===== src/rtl/prng_pkg.sv =====
// Shared PRNG definitions: FSM state encodings and default LFSR constants.
package prng_pkg;

   typedef enum logic [1:0] {
      PRNG_IDLE     = 2'b00,
      PRNG_SHIFT    = 2'b01,
      PRNG_DATAOUT  = 2'b10,
      PRNG_SEEDLOAD = 2'b11
   } prng_state_e;

   localparam int unsigned PRNG_WIDTH_DEFAULT = 32;
   // x^32 + x^22 + x^2 + x + 1, x^32 term implicit
   localparam logic [31:0] PRNG_TAPS_DEFAULT  = 32'h0040_0007;
   localparam logic [31:0] PRNG_SEED_DEFAULT  = 32'hACE1_2468;

endpackage


===== src/rtl/lfsr_galois_step.sv =====
// One left-shift Galois LFSR step: purely combinational, current value in, next value out.
module lfsr_galois_step
   import prng_pkg::*;
#(
   parameter int unsigned      WIDTH = PRNG_WIDTH_DEFAULT,
   parameter logic [WIDTH-1:0] TAPS  = WIDTH'(PRNG_TAPS_DEFAULT)
) (
   input  logic [WIDTH-1:0] cur,
   output logic [WIDTH-1:0] nxt
);

   assign nxt = {cur[WIDTH-2:0], 1'b0} ^ (cur[WIDTH-1] ? TAPS : '0);

endmodule


===== src/rtl/prng_datapath.sv =====
// PRNG datapath: decodes the FSM state to step the LFSR, shift in a serial seed or stream the word out.
// Optional lock-up recovery enabled by defining PRNG_LOCKUP_GUARD_EN.
module prng_datapath
   import prng_pkg::*;
#(
   parameter int unsigned      WIDTH        = PRNG_WIDTH_DEFAULT,
   parameter logic [WIDTH-1:0] TAPS         = WIDTH'(PRNG_TAPS_DEFAULT),
   parameter logic [WIDTH-1:0] SEED_DEFAULT = WIDTH'(PRNG_SEED_DEFAULT)
) (
   input  logic             clk,
   input  logic             rstn,
   input  logic [1:0]       state,
   input  logic             seed_in,
   output logic             data_out,
   output logic             data_valid,
   output logic             data_done,
   output logic [WIDTH-1:0] lfsr_q
);

   localparam int unsigned      CNT_W    = $clog2(WIDTH);
   localparam logic [CNT_W-1:0] CNT_LAST = CNT_W'(WIDTH - 1);

   prng_state_e      st;
   logic [WIDTH-1:0] lfsr;
   logic [WIDTH-1:0] lfsr_nxt;
   logic [WIDTH-1:0] step_val;
   logic [WIDTH-1:0] seed_shift;
   logic [CNT_W-1:0] cnt;
   logic [CNT_W-1:0] cnt_nxt;
   logic [CNT_W-1:0] bit_idx;
   logic             cnt_last;

   assign st         = prng_state_e'(state);
   assign cnt_last   = (cnt == CNT_LAST);
   assign seed_shift = {lfsr[WIDTH-2:0], seed_in};

   lfsr_galois_step #(
      .WIDTH (WIDTH),
      .TAPS  (TAPS)
   ) u_step (
      .cur (lfsr),
      .nxt (step_val)
   );

   // Next-state decode for the random word and the bit counter
   always_comb begin
      lfsr_nxt = lfsr;
      cnt_nxt  = '0;
      case (st)
         PRNG_SHIFT: begin
`ifdef PRNG_LOCKUP_GUARD_EN
            lfsr_nxt = (lfsr == '0) ? SEED_DEFAULT : step_val;
`else
            lfsr_nxt = step_val;
`endif
         end
         PRNG_DATAOUT: begin
            cnt_nxt = cnt_last ? '0 : cnt + CNT_W'(1);
         end
         PRNG_SEEDLOAD: begin
`ifdef PRNG_LOCKUP_GUARD_EN
            lfsr_nxt = (cnt_last && seed_shift == '0) ? SEED_DEFAULT : seed_shift;
`else
            lfsr_nxt = seed_shift;
`endif
            cnt_nxt  = cnt_last ? '0 : cnt + CNT_W'(1);
         end
         default: begin
            lfsr_nxt = lfsr;
            cnt_nxt  = '0;
         end
      endcase
   end

   always_ff @(posedge clk or negedge rstn) begin
      if (!rstn) begin
         lfsr <= SEED_DEFAULT;
         cnt  <= '0;
      end else begin
         lfsr <= lfsr_nxt;
         cnt  <= cnt_nxt;
      end
   end

   // Serialiser: MSB first, counter selects the bit
   assign bit_idx    = CNT_LAST - cnt;
   assign data_valid = (st == PRNG_DATAOUT);
   assign data_out   = data_valid ? lfsr[bit_idx] : 1'b0;
   assign data_done  = ((st == PRNG_DATAOUT) || (st == PRNG_SEEDLOAD)) && cnt_last;
   assign lfsr_q     = lfsr;

endmodule


===== config.mk =====
export PLATFORM = sky130hd
export DESIGN_NAME = prng_datapath
export DESIGN_NICKNAME = d
export VERILOG_FILES = /design/src/rtl/prng_pkg.sv /design/src/rtl/lfsr_galois_step.sv /design/src/rtl/prng_datapath.sv
export SDC_FILE = /design/constraint.sdc
export NUM_CORES = 1
export LEC_CHECK = 0
export CAP_MARGIN = 0
export CORE_MARGIN = 4
export CORE_UTILIZATION = 48
export DETAILED_ROUTE_END_ITERATION = 12
export GPL_TIMING_DRIVEN = 0
export PLACE_DENSITY = 0.74
export SETUP_SLACK_MARGIN = 0.4
export SYNTH_ARGS = -nofsm -noshare
export SYNTH_HDL_FRONTEND = slang
export SYNTH_HIERARCHICAL = 1
export SYNTH_SLANG_ARGS = --single-unit
export TNS_END_PERCENT = 1

===== constraint.sdc =====
create_clock -name clk -period 1.77 [get_ports clk]
set_input_delay 0.2655 -clock clk [delete_from_list [all_inputs] [get_ports clk]]
set_output_delay 0.2655 -clock clk [all_outputs]
set_load 0.05 [all_outputs]

== After elaboration in Yosys (flattened, before gate mapping) ==
Index checks and enable logic that the tools add are counted.
Cells by class
  reduce and logical (&&, ||, !) cells: 4
  bitwise logic cells: 1
  equality and inequality tests: 4
  magnitude comparators: 1
  multiplexer cells: 7
  add/sub/neg operators: 2
Operators with widths (number)
  32-bit case mux with 2 select lines: 1
  32-bit XOR: 1
  23-bit two-way mux: 1
  5-bit two-way mux: 2
  5-bit by 6-bit less-than comparator with 1-bit output (second input constant): 1
  5-bit by 1-bit adder with 5-bit output (second input constant): 1
  1-bit binary-select mux with 5-bit select: 1
  5-bit == test (second input constant): 1
  5-bit subtractor (first input constant): 1
  2-bit == test (second input constant): 2
  2-bit by 1-bit == test with 1-bit output (second input constant): 1
  1-bit two-way mux: 2
  2-bit nonzero test: 1
  2-bit OR reduction: 1
  1-bit logical AND: 1
  1-bit logical OR: 1
Storage, ports and cells
  word-level logic and storage cells: 21
  register bits: 37
  input bits: 5
  output and inout bits: 35

== Longest topological paths before layout ==
Gate-level depths: netlist of run 1.
  word-level depth: 4
  depth in mapped cells: 6

== Modules after synthesis ==
Netlist of run 1, hierarchy kept.
Modules (own cells, without submodules)
  prng_datapath: area an instance 2018.2 µm², seq. area each 942.2 µm², instances 1, cells each 189
  lfsr_galois_step: area an instance 244.0 µm², seq. area each 0.0 µm², instances 1, cells each 32

== Worst setup path after synthesis of run 1 ==
No wires, ideal clock.
  path kind: input to output
  from: input state[1]
  to: output data_out
  slack: -354 ps
  stages: 3
  arrival: 1858 ps
  path buffers: 1
  data required time: 1505 ps
  path through: buf_2 nor2b_1 o311a_1
Between the ends
  cells in the longest elaborated chain, start to end: 2
Ends and longest elaborated chain
  start, declared: RTL line prng_datapath.sv:12  | input logic [1:0] state,
  2-bit == test: RTL line prng_datapath.sv:87  | assign data_valid = (st == PRNG_DATAOUT);
  named net data_valid: RTL line prng_datapath.sv:15  | output logic data_valid,
  1-bit two-way mux: RTL line prng_datapath.sv:88  | assign data_out = data_valid ? lfsr[bit_idx] : 1'b0;
  end, declared: RTL line prng_datapath.sv:14  | output logic data_out,
The timed path passes the listed nets, and every way through them passes these cells.

== Worst setup path in the final report of run 1 ==
  from: register cnt[0]
  to: output data_out
Between the ends
  cells in the longest elaborated chain, start to end: 4
Ends and longest elaborated chain
  start, declared: RTL line prng_datapath.sv:28  | logic [CNT_W-1:0] cnt;
  start signal, assigned: RTL line prng_datapath.sv:81  | cnt <= cnt_nxt;
  5-bit subtractor: RTL line prng_datapath.sv:86  | assign bit_idx = CNT_LAST - cnt;
  1-bit binary-select mux with 5-bit select: RTL line prng_datapath.sv:88
  1-bit two-way mux (not written as such): RTL line prng_datapath.sv:88
  1-bit two-way mux: RTL line prng_datapath.sv:88
No other way between the ends. The select of a mux whose other input is x is not followed.

==> impl_metrics.tcl, run 1 <==
set metrics [dict create \
    start_util_pct 50.90 \
    synth_most_common_cell "nor2_1" \
    required_ns 1.50 \
    grt_pass1_vias 1682 \
    reg2reg_to "cnt[4]" \
    clkPwrFrac_pct 16.9 \
    synth_edf_count 0 \
    postLayoutSetupSlackWorst_ns -0.6369 \
    clkTransAtPathRegs_ns 0.07 \
    cts_buffers 5 \
    finClkSkew_ns 0.001319 \
    ios 40 \
    synth_top_area_share_pct 26.55 \
    first_iter_violations 76 \
    setup_viol 2 \
    crit_path_end_kind "primary output" \
    ys_types 31 \
    antenna_found_initial 0 \
    cpMostUsedCell "buf_6" \
    crit_slowest_cell "mux4_1" \
    routabilityCongestion 0.7578 \
    p_total_mw 3.878 \
    core_area_sq_um 4444 \
    area_growth_pct 26.77 \
    cp-startpoint "cnt[0]" \
    grt_max_degree 38 \
    synthFlopType "dfrtp_1" \
    critPathLaunchType "register" \
    grt_pass1_wl_um 8638 \
    worst_path_dominant_cell_family "multiplexers" \
    reg2reg_slack_ns 0.24 \
    wirelength_um 5187 \
    vias 1794 \
    cts_hold_buf 0 \
    ir_worst_vdd_uv 805.0 \
    ys_ff_latch 37 \
    post_dp_cell_area_sq_um 2724 \
    failed_checks "setup timing" \
    n_fill_cell 383 \
    ant_nets 0 \
    slew_headroom_pct 44.07 \
    seq_area_frac_synth_pct 41.65 \
    clk-insertion-delay-late_ns 0.29 \
    critPathBufInv 3 \
    rsz0062_at_grt "true" \
    slowest_delay_ns 0.59 \
    timing.rr.start "cnt[0]" \
    h-tree-depth 2 \
    die_h_um 76.65 \
    drc 0 \
    async_flop_share_pct 100.0 \
    root_buffer "clkbuf_8" \
    max_freq_mhz 415.5 \
    via_per_inst 5.520 \
    drive_gt1_share_pct 44.69 \
    cts_buffer_depth 2 \
    combinationalPowerShare_pct 46.9 \
    die_x_um 76.65 \
    path_max_fanout 4 \
    finalCritPeriodShare_pct 136.0 \
    port_buffers 38 \
    critPathKind "reg -> out" \
    min_path_type "in -> async" \
    yosys_warnings 6 \
    drtPass1Iterations 4 \
    syn_avg_cell_area_sq_um 10.24 \
    power.switching_mw 1.672 \
    tightest_slew_ns 0.8389 \
    p_int_mw 2.207 \
    reg2regPathDepth 6 \
    finalHoldViolCount 0 \
    cts_sinks 37 \
    p_sw_share_pct 43.11 \
    wl_per_cell_um 15.96 \
    netlist_instances 221 \
    p_per_area_nw_per_um2 1352 \
    yosys.area.top_type "dfrtp_1" \
    cts_tree "built" \
    cap_viol_max_count 0 \
    dp_slack_ns -0.8967 \
    slew_viol_final 0 \
    hpwl_um 3368 \
    num_antenna_cells 0 \
    gr-usage-all-layers_pct 18.17 \
    stdcell_area_sq_um 2868 \
    synth.area.top_cells "dfrtp_1 27%, mux2i_1 15%, dfstp_2 15%" \
    crit_chain "buf_6 -> buf_12 -> mux4_1 -> o22ai_2 -> o221ai_1 -> o311a_4 -> buf_6" \
    row_count 24 \
    status "complete, but fails checks" \
    p_seq_share_pct 36.1 \
    dieArea_sq_um 5875 \
    synth_area_sq_um 2262 \
    grt.overflow.total 0 \
    min_period_ns 2.407 \
    netlist_top_cells_count "36 x nor2_1, 35 x mux2i_1, 32 x a21oi_1" \
    p_leak_nw 1.296 \
    syn_nets 228 \
    cp.arrival_ns 2.14 \
    nets 279 \
]
==> final cells by class <==
class                      count  area (sq um)  area share, %
tap                           52         65.06          2.269
timing repair buffer          44         385.4          13.44
multi-input combinational    138          1045          36.43
buffer                        44         314.1          10.95
clock buffer                   7         96.34          3.360
inverter                       2         7.507         0.2618
clock inverter                 1         5.005         0.1745
sequential                    37         949.7          33.12
==> sequential cells by signal (all words and copies together), names as in the netlist <==
register,count
cnt,5
lfsr_q,32
==> how the worst max path moves through the flow <==
stage          slack (ns)        to  cells past startpoint
3_5_place_dp        -0.90  data_out                      7
6_report            -0.64  data_out                      7
2_1_floorplan       -0.12  data_out                      6
5_1_grt             -0.71  data_out                      7
4_1_cts             -0.60  data_out                      6
3_3_place_gp        -0.88  data_out                      7
==> power groups by stage <==
stage / combinational, mW / clock [mW] / sequential [mW]
3_3_place_gp: 1.83 / 0 / 1.38
2_1_floorplan: 0.684 / 0 / 1.99
5_1_grt: 1.92 / 0.703 / 1.44
6_report: 1.82 / 0.657 / 1.40
4_1_cts: 1.79 / 0.668 / 1.38
3_5_place_dp: 1.85 / 0 / 1.39
==> cells by family (layout without fill, tap and decap cells) <==
kind of cell | after synthesis | count (layout) | synth area share (%)
flops | 37 | 37 | 41.65
buf+inv | 46 | 98 | 13.83
simple gates | 51 | 51 | 10.12
compound gates | 38 | 38 | 9.237
fa+ha+maj | 2 | 2 | 1.106
mux | 42 | 42 | 22.12
xor+xnor | 5 | 5 | 1.936
==> routing by layer <==
layer / vias to the layer above / part of all wire (%) / GRT usage (%) / wire length (um)
met5: - / 0 / 0 / 0
met3: 4 / 5.6 / 4.333 / 291
met1: 898 / 45 / 24.60 / 2325
met2: 49 / 49 / 29.00 / 2527
li1: 843 / - / - / -
met4: 0 / 0.83 / 5.435 / 43
==> layout by cell type, fill, tap and decap left out, types with 2 or more instances in the layout <==
cell type	netlist	routed
buf_6	1	11
dfrtp_1	24	18
nand2b_1	2	2
mux2_2	2	2
mux4_2	1	3
a21oi_1	32	32
clkbuf_8	0	7
clkdlybuf4s15_2	0	3
mux2i_1	35	34
nor4_1	3	3
and3_1	2	2
xnor2_1	2	2
nor2_1	36	36
xor2_1	3	3
dfstp_2	13	13
and2_1	3	3
buf_2	4	21
dfrtp_2	0	6
buf_12	0	2
mux4_1	4	2
buf_4	31	38
buf_8	1	3
inv_1	2	2
clkbuf_2	0	7
==> worst register-to-register path: cells and delay by family (launching register included) <==
kind | cells | cell delay (ns)
fa+ha+maj | 2 | 0.42
flops | 1 | 0.40
simple gates | 2 | 0.33
buf+inv | 2 | 0.27
==> stage by stage <==
stage	TNS [ns]	hold slack, ns	instances	utilization (%)
floorplan	-0.1162	-0.03009	221	-
global placement	-16.45	0.4985	311	61.40
detailed placement	-4.186	0.4152	311	61.29
CTS	-0.9919	0.09917	324	63.94
global route	-1.287	0.1355	325	64.53
finish	-1.143	0.07412	325	64.53
==> what timing repair did <==
item / in CTS / in global routing
setup buffers: 5 / 1
pin swaps: 0 / 2
endpoints found under the setup margin: 68 / 35
resized for setup: 175 / 35
Note: power is estimated with default switching activity, not from simulation.
==> run 2: changes to the inputs <==
--- a/config.mk
+++ b/config.mk
@@ -8,6 +8,7 @@
 export CAP_MARGIN = 0
 export CORE_MARGIN = 4
 export CORE_UTILIZATION = 48
+export CTS_CLUSTER_DIAMETER = 40
 export DETAILED_ROUTE_END_ITERATION = 12
 export GPL_TIMING_DRIVEN = 0
 export PLACE_DENSITY = 0.74
==> results of run 2 <==
Same layout as run 1: the final DEF is identical, and so are final timing and power.
==> run 3: changes to the inputs <==
--- a/config.mk
+++ b/config.mk
@@ -7,11 +7,11 @@
 export LEC_CHECK = 0
 export CAP_MARGIN = 0
 export CORE_MARGIN = 4
-export CORE_UTILIZATION = 48
+export CORE_UTILIZATION = 50
 export CTS_CLUSTER_DIAMETER = 40
 export DETAILED_ROUTE_END_ITERATION = 12
 export GPL_TIMING_DRIVEN = 0
-export PLACE_DENSITY = 0.74
+export PLACE_DENSITY = 0.73
 export SETUP_SLACK_MARGIN = 0.4
 export SYNTH_ARGS = -nofsm -noshare
 export SYNTH_HDL_FRONTEND = slang
==> constraint.sdc (replaced) <==
create_clock -name clk -period 2.5 [get_ports clk]
set_input_delay 0.375 -clock clk [delete_from_list [all_inputs] [get_ports clk]]
set_output_delay 0.375 -clock clk [all_outputs]
set_load 0.05 [all_outputs]
==> impl_metrics.tcl, run 3 (same netlist as run 1, synthesis figures left out) <==
set metrics [dict create \
    vias 1734 \
    dieArea_sq_um 5665 \
    via_per_inst 5.303 \
    endpoint "data_out" \
    start_util_pct 51.95 \
    crit_slowest_cell "o311a_4" \
    tightest_slew_ns 0.8397 \
    cpMostUsedCell "buf_8" \
    critPathKind "reg -> out" \
    combinationalPowerShare_pct 48.6 \
    n_fill_cell 349 \
    first_iter_violations 84 \
    nets 281 \
    row_count 24 \
    setup_tns_ns 0 \
    crit_path_end_kind "primary output" \
    critPathLaunchType "register" \
    die_h_um 75.27 \
    ios 40 \
    power.switching_mw 1.143 \
    slowest_delay_ns 0.37 \
    core_area_sq_um 4354 \
    cp.arrival_ns 2.11 \
    p_sw_share_pct 41.98 \
    p_leak_nw 1.282 \
    h-tree-depth 2 \
    gr-usage-all-layers_pct 18.97 \
    ant_nets 0 \
    layout_commonest_cell "buf_4" \
    final_cell_mix "38 x buf_4, 36 x nor2_1, 34 x mux2i_1" \
    min_period_ns 2.485 \
    grt_pass1_wl_um 8086 \
    path_max_fanout 8 \
    clkTransAtPathRegs_ns 0.07 \
    ir_worst_vdd_uv 600.7 \
    p_per_area_nw_per_um2 941.6 \
    p_seq_share_pct 35.7 \
    finalCritPeriodShare_pct 99.41 \
    status "complete, no violations" \
    clkPwrFrac_pct 15.7 \
    hpwl_um 3329 \
    multiInputGateArea_sq_um 1017 \
    min_path_type "in -> async" \
    grt_max_degree 38 \
    drtPass1Iterations 4 \
    wirelength_um 4991 \
    p_total_mw 2.723 \
    finalHoldViolCount 0 \
    grt.overflow.total 0 \
    cap_viol_max_count 0 \
    largest_reg_flops 32 \
    drc 0 \
    antenna_found_initial 0 \
    drive_gt1_share_pct 28.36 \
    slew_headroom_pct 44.02 \
    cp-startpoint "cnt[0]" \
    routabilityCongestion 0.8178 \
    clk-insertion-delay-late_ns 0.28 \
    timing.rr.start "cnt[0]" \
    wl_per_cell_um 15.26 \
    slew_viol_final 0 \
    required_ns 2.12 \
    reg2reg_slack_ns 0.90 \
    max_freq_mhz 402.4 \
    cts_buffer_depth 2 \
    reg2regPathDepth 7 \
    num_antenna_cells 0 \
    grt_pass1_vias 1603 \
    regArea_sq_um 947.2 \
    port_buffers 38 \
    finClkSkew_ns 0.006271 \
    rsz0062_at_grt "true" \
    cts_sinks 37 \
    die_x_um 75.27 \
    setup_viol 0 \
    cts_tree "built" \
    reg2reg_to "cnt[2]" \
    p_int_mw 1.580 \
    area_growth_pct 27.82 \
    root_buffer "clkbuf_8" \
    crit_chain "buf_6 -> buf_8 -> mux2i_2 -> nor4_1 -> or3_1 -> o311a_4 -> buf_8" \
    cts_buffers 5 \
]
## run 3: cell count changes in the layout (fill, tap and decap cells not counted), moves of 2 or more
cell / before / now
clkdlybuf4s15_2: 3 / 0
clkbuf_1: 0 / 9
dfrtp_1: 18 / 20
dlymetal6s2s_1: 1 / 3
buf_6: 11 / 1
clkdlybuf4s50_1: 1 / 32
clkbuf_2: 7 / 0
dfrtp_2: 6 / 4
buf_2: 21 / 5
## run 3: critical path, delay by kind of cell (launching register included)
family | cells | cell delay (ns)
flip-flops | 1 | 0.36
buffers and inverters | 3 | 0.44
AO/OA/AOI/OAI | 1 | 0.37
multiplexers | 1 | 0.23
AND/OR/NAND/NOR | 2 | 0.43
## run 3: repair_timing
action / in CTS / in global routing
setup buffers: 5 / 3
setup endpoints to repair: 4 / 4
hold buffers: 0 / 0
resized for setup: 12 / 4
pin swaps: 2 / 0
## run 3: final cells by class
class | instances | area share, %
plain buffers | 44 | 10.56
clock buffers | 8 | 3.116
inverters | 2 | 0.2596
multi-input cells | 138 | 35.18
flip-flops and latches | 37 | 32.76
well taps | 52 | 2.250
repair buffers | 46 | 15.88
## run 3: metrics by stage
step	util (%)	setup slack, ns	cells	area [sq um]	hold WS, ns
CTS	65.63	0.03048	324	2858	0.2144
floorplan	-	0.4008	221	2271	0.07941
detailed placement	62.27	-0.2394	311	2711	0.5025
global route	66.41	-0.05423	327	2892	0.2670
finish	66.41	0.01470	327	2892	0.1935
global placement	62.39	-0.2581	311	2716	0.4992
## run 3: routing by layer
metal  track usage [%]  up-vias  share of wire [%]
met5                 0        -                  0
met4             5.825        0                1.1
met3             3.738        5                4.2
met2             28.14       38                 48
met1             28.04      843                 47
li1                  -      848                  -
## run 3: power groups by stage
stage / sequential (mW) / clock [mW] / combinational (mW)
floorplan: 1.41 / 0 / 0.482
global placement: 0.977 / 0 / 1.29
detailed placement: 0.978 / 0 / 1.31
CTS: 0.973 / 0.439 / 1.33
global route: 1.00 / 0.455 / 1.40
finish: 0.972 / 0.427 / 1.32
## run 3: worst min-delay path by stage
stage,startpoint,endpoint,cells past startpoint,slack [ns]
3_5_place_dp,lfsr_q[27],lfsr_q[27],2,0.50
2_1_floorplan,rstn,cnt[0],0,0.08
4_1_cts,rstn,lfsr_q[25],1,0.21
6_report,rstn,lfsr_q[4],1,0.19
5_1_grt,rstn,lfsr_q[25],1,0.27
3_3_place_gp,lfsr_q[10],lfsr_q[10],2,0.50
